[config.mk]
export PLATFORM = sky130hd
export DESIGN_NAME = rangefinder_sample_writer
export DESIGN_NICKNAME = d
export VERILOG_FILES = /design/src/rtl/rangefinder_pkg.sv /design/src/rtl/rangefinder_sample_hold.sv /design/src/rtl/rangefinder_sample_writer.sv
export SDC_FILE = /design/constraint.sdc
export NUM_CORES = 1
export LEC_CHECK = 0
export BUFFER_PORTS_ARGS = -buffer_cell sky130_fd_sc_hd__buf_2
export CELL_PAD_IN_SITES_DETAIL_PLACEMENT = 0
export CELL_PAD_IN_SITES_GLOBAL_PLACEMENT = 2
export CORE_ASPECT_RATIO = 1.2
export CORE_MARGIN = 1
export CORE_UTILIZATION = 30
export CTS_CLUSTER_SIZE = 14
export DETAILED_ROUTE_END_ITERATION = 10
export PLACE_DENSITY_LB_ADDON = 0.1
export RECOVER_POWER = 25
export SETUP_SLACK_MARGIN = 0.3
export SYNTH_ARGS = -nofsm -noshare
export SYNTH_HDL_FRONTEND = slang
export SYNTH_HIERARCHICAL = 1
export SYNTH_SLANG_ARGS = --single-unit
[constraint.sdc]
create_clock -name clk -period 2.6 [get_ports clk]
set_input_delay 0.26 -clock clk [delete_from_list [all_inputs] [get_ports clk]]
set_output_delay 0.26 -clock clk [all_outputs]
set_load 0.01 [all_outputs]
[src/rtl/rangefinder_pkg.sv]
//------------------------------------------------------------------------------
// Module   : rangefinder_pkg
// Purpose  : Shared types and default widths for the rangefinder sample writer.
// Revision : 1.0 - initial release
//------------------------------------------------------------------------------
`default_nettype none

package rangefinder_pkg;

    localparam int DEF_DATA_W = 8;
    localparam int DEF_ADDR_W = 8;

    typedef enum logic [1:0] {
        ST_IDLE    = 2'd0,
        ST_ARMED   = 2'd1,
        ST_CAPTURE = 2'd2,
        ST_DONE    = 2'd3
    } state_t;

endpackage

`default_nettype wire

[src/rtl/rangefinder_sample_hold.sv]
//------------------------------------------------------------------------------
// Module   : rangefinder_sample_hold
// Purpose  : One-entry holding register between the sample stream and the
//            Avalon write port, with sticky overflow on dropped samples.
// Revision : 1.0 - initial release
//------------------------------------------------------------------------------
`default_nettype none

module rangefinder_sample_hold
    import rangefinder_pkg::*;
#(
    parameter int DATA_W = DEF_DATA_W
) (
    input  logic              clk,
    input  logic              reset_n,
    input  logic              i_flush,
    input  logic              i_clr_ovf,
    input  logic              i_load,
    input  logic [DATA_W-1:0] i_data,
    input  logic              i_waitrequest,
    output logic              o_full,
    output logic [DATA_W-1:0] o_data,
    output logic              o_complete,
    output logic              o_loaded,
    output logic              o_overflow
);

    logic              r_full;
    logic [DATA_W-1:0] r_data;
    logic              r_ovf;
    logic              w_complete;
    logic              w_loaded;
    logic              w_drop;

    // A write finishes whenever the entry is presented and the slave does not stall.
    assign w_complete = r_full & ~i_waitrequest;
    // A new sample fits if the entry is empty or is being drained this same cycle.
    assign w_loaded   = i_load & ~i_flush & (~r_full | w_complete);
    assign w_drop     = i_load & ~i_flush & r_full & ~w_complete;

    // Holding entry: flush wins, then load, then drain on completion.
    always_ff @(posedge clk or negedge reset_n) begin
        if (!reset_n) begin
            r_full <= 1'b0;
            r_data <= '0;
        end else if (i_flush) begin
            r_full <= 1'b0;
            r_data <= '0;
        end else if (w_loaded) begin
            r_full <= 1'b1;
            r_data <= i_data;
        end else if (w_complete) begin
            r_full <= 1'b0;
        end
    end

    // Sticky overflow: set by any dropped sample, cleared only by a new capture.
    always_ff @(posedge clk or negedge reset_n) begin
        if (!reset_n) begin
            r_ovf <= 1'b0;
        end else if (i_clr_ovf) begin
            r_ovf <= 1'b0;
        end else if (w_drop) begin
            r_ovf <= 1'b1;
        end
    end

    assign o_full     = r_full;
    assign o_data     = r_data;
    assign o_complete = w_complete;
    assign o_loaded   = w_loaded;
    assign o_overflow = r_ovf;

endmodule

`default_nettype wire

[src/rtl/rangefinder_sample_writer.sv]
//------------------------------------------------------------------------------
// Module   : rangefinder_sample_writer
// Purpose  : Captures a decimated ADC sample stream into a RAM through an
//            Avalon-MM write master. Optional level trigger selected with the
//            RANGEFINDER_SAMPLE_WRITER_TRIG_EN macro.
// Revision : 1.0 - initial release
//------------------------------------------------------------------------------
`default_nettype none

module rangefinder_sample_writer
    import rangefinder_pkg::*;
#(
    parameter int DATA_W = DEF_DATA_W,
    parameter int ADDR_W = DEF_ADDR_W
) (
    input  logic              clk,
    input  logic              reset_n,
    input  logic              start,
    input  logic              abort,
    input  logic [ADDR_W-1:0] len_m1,
    input  logic [3:0]        decim,
    input  logic [DATA_W-1:0] trig_level,
    input  logic              sample_valid,
    input  logic [DATA_W-1:0] sample_data,
    output logic [ADDR_W-1:0] avm_address,
    output logic              avm_chipselect,
    output logic              avm_write,
    output logic [DATA_W-1:0] avm_writedata,
    input  logic              avm_waitrequest,
    output logic              busy,
    output logic              done,
    output logic              overflow,
    output logic [ADDR_W:0]   count
);

    state_t            r_state;
    state_t            w_next;
    logic [ADDR_W-1:0] r_len_m1;
    logic [3:0]        r_decim;
    logic [3:0]        r_dec_cnt;
    logic [ADDR_W-1:0] r_addr;
    logic [ADDR_W:0]   r_count;
    logic [ADDR_W:0]   r_acc;

    logic              w_busy;
    logic              w_abort;
    logic              w_start;
    logic              w_room;
    logic              w_trig;
    logic              w_take;
    logic              w_full;
    logic              w_complete;
    logic              w_loaded;
    logic              w_last;
    logic [DATA_W-1:0] w_hold_data;
    logic              w_ovf;

    assign w_busy  = (r_state == ST_ARMED) || (r_state == ST_CAPTURE);
    assign w_abort = abort & w_busy;
    assign w_start = start & ((r_state == ST_IDLE) || (r_state == ST_DONE));
    // Stop accepting once len_m1+1 samples have entered the holding register.
    assign w_room  = (r_acc <= {1'b0, r_len_m1});

`ifdef RANGEFINDER_SAMPLE_WRITER_TRIG_EN
    logic [DATA_W-1:0] r_trig_level;

    // Trigger threshold is frozen for the duration of a capture.
    always_ff @(posedge clk or negedge reset_n) begin
        if (!reset_n) begin
            r_trig_level <= '0;
        end else if (w_start) begin
            r_trig_level <= trig_level;
        end
    end

    assign w_trig = (r_state == ST_ARMED) & sample_valid & (sample_data >= r_trig_level);
`else
    logic w_unused_trig;
    assign w_unused_trig = ^trig_level;
    assign w_trig        = 1'b0;
`endif

    // The triggering sample is taken as sample 0; afterwards every (decim+1)th valid one.
    assign w_take = ~w_abort & sample_valid & w_room &
                    (((r_state == ST_CAPTURE) && (r_dec_cnt == 4'd0)) || w_trig);
    assign w_last = w_complete & (r_count == {1'b0, r_len_m1});

    // State register.
    always_ff @(posedge clk or negedge reset_n) begin
        if (!reset_n) begin
            r_state <= ST_IDLE;
        end else begin
            r_state <= w_next;
        end
    end

    // Next-state decode; abort overrides trigger and completion.
    always_comb begin
        w_next = r_state;
        case (r_state)
            ST_IDLE, ST_DONE: begin
                if (start) begin
`ifdef RANGEFINDER_SAMPLE_WRITER_TRIG_EN
                    w_next = ST_ARMED;
`else
                    w_next = ST_CAPTURE;
`endif
                end
            end
            ST_ARMED: begin
                if (abort) begin
                    w_next = ST_IDLE;
                end else if (w_trig) begin
                    w_next = ST_CAPTURE;
                end
            end
            ST_CAPTURE: begin
                if (abort) begin
                    w_next = ST_IDLE;
                end else if (w_last) begin
                    w_next = ST_DONE;
                end
            end
            default: w_next = ST_IDLE;
        endcase
    end

    // Capture configuration, address/count bookkeeping and decimation.
    always_ff @(posedge clk or negedge reset_n) begin
        if (!reset_n) begin
            r_len_m1  <= '0;
            r_decim   <= '0;
            r_dec_cnt <= '0;
            r_addr    <= '0;
            r_count   <= '0;
            r_acc     <= '0;
        end else if (w_start) begin
            r_len_m1  <= len_m1;
            r_decim   <= decim;
            r_dec_cnt <= '0;
            r_addr    <= '0;
            r_count   <= '0;
            r_acc     <= '0;
        end else begin
            if (w_complete && !w_abort) begin
                // Address holds at the top word so a full-depth capture never wraps.
                r_addr  <= (r_addr == '1) ? r_addr : r_addr + ADDR_W'(1);
                r_count <= r_count + (ADDR_W+1)'(1);
            end
            if (w_loaded) begin
                r_acc <= r_acc + (ADDR_W+1)'(1);
            end
            if (((r_state == ST_CAPTURE) && sample_valid) || w_trig) begin
                r_dec_cnt <= (r_dec_cnt == r_decim) ? 4'd0 : r_dec_cnt + 4'd1;
            end
        end
    end

    rangefinder_sample_hold #(
        .DATA_W (DATA_W)
    ) u_hold (
        .clk           (clk),
        .reset_n       (reset_n),
        .i_flush       (w_abort | w_start),
        .i_clr_ovf     (w_start),
        .i_load        (w_take),
        .i_data        (sample_data),
        .i_waitrequest (avm_waitrequest),
        .o_full        (w_full),
        .o_data        (w_hold_data),
        .o_complete    (w_complete),
        .o_loaded      (w_loaded),
        .o_overflow    (w_ovf)
    );

    assign avm_address    = r_addr;
    assign avm_chipselect = w_full;
    assign avm_write      = w_full;
    assign avm_writedata  = w_hold_data;
    assign busy           = w_busy;
    assign done           = (r_state == ST_DONE);
    assign overflow       = w_ovf;
    assign count          = r_count;

endmodule

`default_nettype wire

==> impl_metrics.env <==
export IMPL_hold_depth=3
export IMPL_layout_nets=426
export IMPL_cp_end_kind="flop"
export IMPL_setup_viol=0
export IMPL_outcome="complete, but fails checks"
export IMPL_reg2regPathDepth=11
export IMPL_cts_sinks=54
export IMPL_post_dp_hpwl_mm=5.00
export IMPL_hold_class="in2reg"
export IMPL_antenna_found_initial=0
export IMPL_grt_max_degree=51
export IMPL_clk_pin_slew_worst_paths_ns=0.07
export IMPL_drtIter0Drc=65
export IMPL_diodes=0
export IMPL_io_pins=64
export IMPL_grt_pass1_wl_mm=11.9
export IMPL_drv_cap=1
export IMPL_drv_slew=32
export IMPL_via_count=2327
export IMPL_skew_ns=0.00265
export IMPL_netlist_instances=297
export IMPL_drt_wl_total_mm=6.93
export IMPL_synth_area_per_cell_sq_um=9.98
export IMPL_final_cell_mix="dfrtp_1, buf_2, nor2_1, nand2_1, buf_4"
export IMPL_root_buffer="clkbuf_16"
export IMPL_worstPathRequired_ns=2.82
export IMPL_ctsHoldBuffers=0
export IMPL_area_growth_pct=28.1
export IMPL_ys_types=43
export IMPL_power_density_nw_per_um2=834
export IMPL_die_area_sq_um=10300
export IMPL_violations="max-capacitance violations, max-slew violations"
export IMPL_tritoncts="yes"
export IMPL_die_y_microns=111
export IMPL_arrival_ns=2.63
export IMPL_io_buffer_count=55
export IMPL_drc=0
export IMPL_worst_pin_slew_ns=1.83
export IMPL_max_freq_mhz=415
export IMPL_grt_total_usage=0.148
export IMPL_first_pass_iters=4
export IMPL_max_slew_margin=-0.219
export IMPL_synthesis_nets=347
export IMPL_globalplace_congestion=0.741
export IMPL_antenna_left=0
export IMPL_cts_buffers=5
export IMPL_drive_gt1_frac=0.324
export IMPL_viasPerCell=4.66
export IMPL_clk_path_buf_depth=2
export IMPL_syn_area_sq_um=2970
export IMPL_finalCriticalPeriod_ns=2.41
export IMPL_hold_ws_ns=0.167
export IMPL_die_w_microns=92.8
export IMPL_hold_violations=0
export IMPL_path_max_fanout=5
export IMPL_grt_remaining_overflow=0
export IMPL_ys_seq_area_frac=0.456
export IMPL_synth_seq_cells=54
export IMPL_final_period_utilization=0.928
export IMPL_h_tree_depth=2
export IMPL_worstSkewPairLatency_ns=0.29
export IMPL_leakagePower_nw=1.83
export IMPL_initial_core_util=0.310
export IMPL_avgRoutedWirePerCell_microns=13.9
export IMPL_worst_setup_path_type="reg2reg"
export IMPL_num_rows=39
export IMPL_synth_warnings=6
export IMPL_first_global_vias=2412
export IMPL_p_total_w=0.00317
export IMPL_cp_start_kind="flop"
export IMPL_nFillCells=997
export IMPL_rsz0062_at_grt="yes"
export IMPL_core_area_sq_um=9560
export IMPL_ir_drop_uv=332
## cell families after synthesis
logic type	after synthesis	share of synthesized area
xor gates and xnor gates	28	0.0827
and+or+nand+nor	116	0.214
DFF	54	0.456
AOI/OAI and AO/OA	42	0.0823
muxes	17	0.0595
adders and majority gates	16	0.0675
buffers and inverters	24	0.0384
## state kept, by name, summed over array words and instances (netlist names)
name,cells
avm_address,8
r_dec_cnt,4
r_acc,9
r_state,2
u_hold/o_data,8
count,9
u_hold/o_overflow,1
r_len_m1,8
r_decim,4
u_hold/o_full,1
## stage by stage
step            util  setup TNS [ns]  setup slack (ns)  cells  instance area, sq um
2_1_floorplan      -               0             0.132    297                  3020
3_3_place_gp   0.368               0            0.0300    483                  3520
3_5_place_dp   0.368         -0.0145           -0.0145    483                  3520
4_1_cts        0.396               0             0.161    497                  3780
5_1_grt        0.397         -0.0137           -0.0137    499                  3800
6_report       0.397               0             0.188    499                  3800
## what timing repair did
item                                    CTS  global route
pin swaps                                 8             4
endpoints found under the setup margin   16            16
setup buffers                             7             2
gates resized for setup                  15             2
cloned                                    0             0
## where the power goes
part           leakage [nW]  switching, W  internal (W)  total, W
clock network        0.0640      0.000296      0.000354  0.000650
logic                  1.04      0.000641      0.000695   0.00134
registers             0.724      0.000154       0.00103   0.00118
## worst paths after layout
path | start | end | slack (ns)
max | r_dec_cnt[0] | r_acc[7] | 0.19
max in group asynchronous | reset_n | count[1] | 0.74
max reg2reg | r_dec_cnt[0] | r_acc[7] | 0.19
min in group asynchronous | reset_n | r_decim[1] | 0.45
min reg2reg | avm_address[6] | avm_address[6] | 0.52
min | len_m1[3] | r_len_m1[3] | 0.17
## cells in the mapped netlist
cell / number / area, sq um
or2b_1: 1 / 7.51
nand4_4: 1 / 21.3
nor4_1: 2 / 12.5
nor2_1: 28 / 105
xor2_1: 16 / 140
o221ai_1: 1 / 8.76
mux2i_1: 12 / 120
nand3_1: 5 / 25.0
nor3_1: 3 / 15.0
and4_1: 1 / 8.76
o211ai_1: 1 / 7.51
nand2b_2: 10 / 87.6
and3_1: 5 / 31.3
o21ai_0: 14 / 70.1
nand3b_1: 2 / 15.0
buf_2: 4 / 20.0
nand2_1: 27 / 101
and2_1: 1 / 6.26
a21boi_2: 1 / 11.3
a22o_1: 1 / 8.76
nand4_1: 8 / 50.1
buf_6: 2 / 22.5
o31ai_1: 1 / 7.51
o21bai_1: 1 / 7.51
a311oi_1: 1 / 8.76
clkbuf_1: 3 / 11.3
nor2b_1: 2 / 12.5
xnor2_1: 12 / 105
and2_4: 1 / 8.76
o21ai_1: 1 / 5.00
mux2_2: 5 / 56.3
buf_4: 1 / 7.51
nand4b_1: 2 / 17.5
nor4b_1: 1 / 8.76
ha_1: 16 / 200
a211oi_1: 1 / 7.51
or3_1: 5 / 31.3
a21oi_1: 16 / 80.1
nand2b_1: 11 / 68.8
dfrtp_1: 54 / 1350
a22oi_1: 2 / 15.0
inv_1: 14 / 52.6
a31oi_1: 1 / 6.26
## critical path, stage by stage (launching register included)
cell and delay, ns:
dfrtp_1 0.39, inv_2 0.08, ha_4 0.12, nor4b_4 0.18
nand4_1 0.19, or3_4 0.38, o31ai_4 0.08, nand2b_4 0.08
a21oi_4 0.14, nand4_1 0.19, or3_1 0.39, a21oi_1 0.12
## area by class of cell
type	count	area, sq um	area share
tap	123	154	0.0405
sequential	54	1350	0.356
inverter	14	52.6	0.0138
clock buffer	7	133	0.0349
timing repair buffer	82	485	0.128
multi-input combinational	219	1620	0.427
## routing by layer
| metal | global-route usage | wire length, microns |
|---|---|---|
| met5 | 0 | 0 |
| met4 | 0.0472 | 97 |
| met3 | 0.0295 | 254 |
| met2 | 0.245 | 3240 |
| met1 | 0.193 | 3340 |
Power figures use the tool's default switching activity.
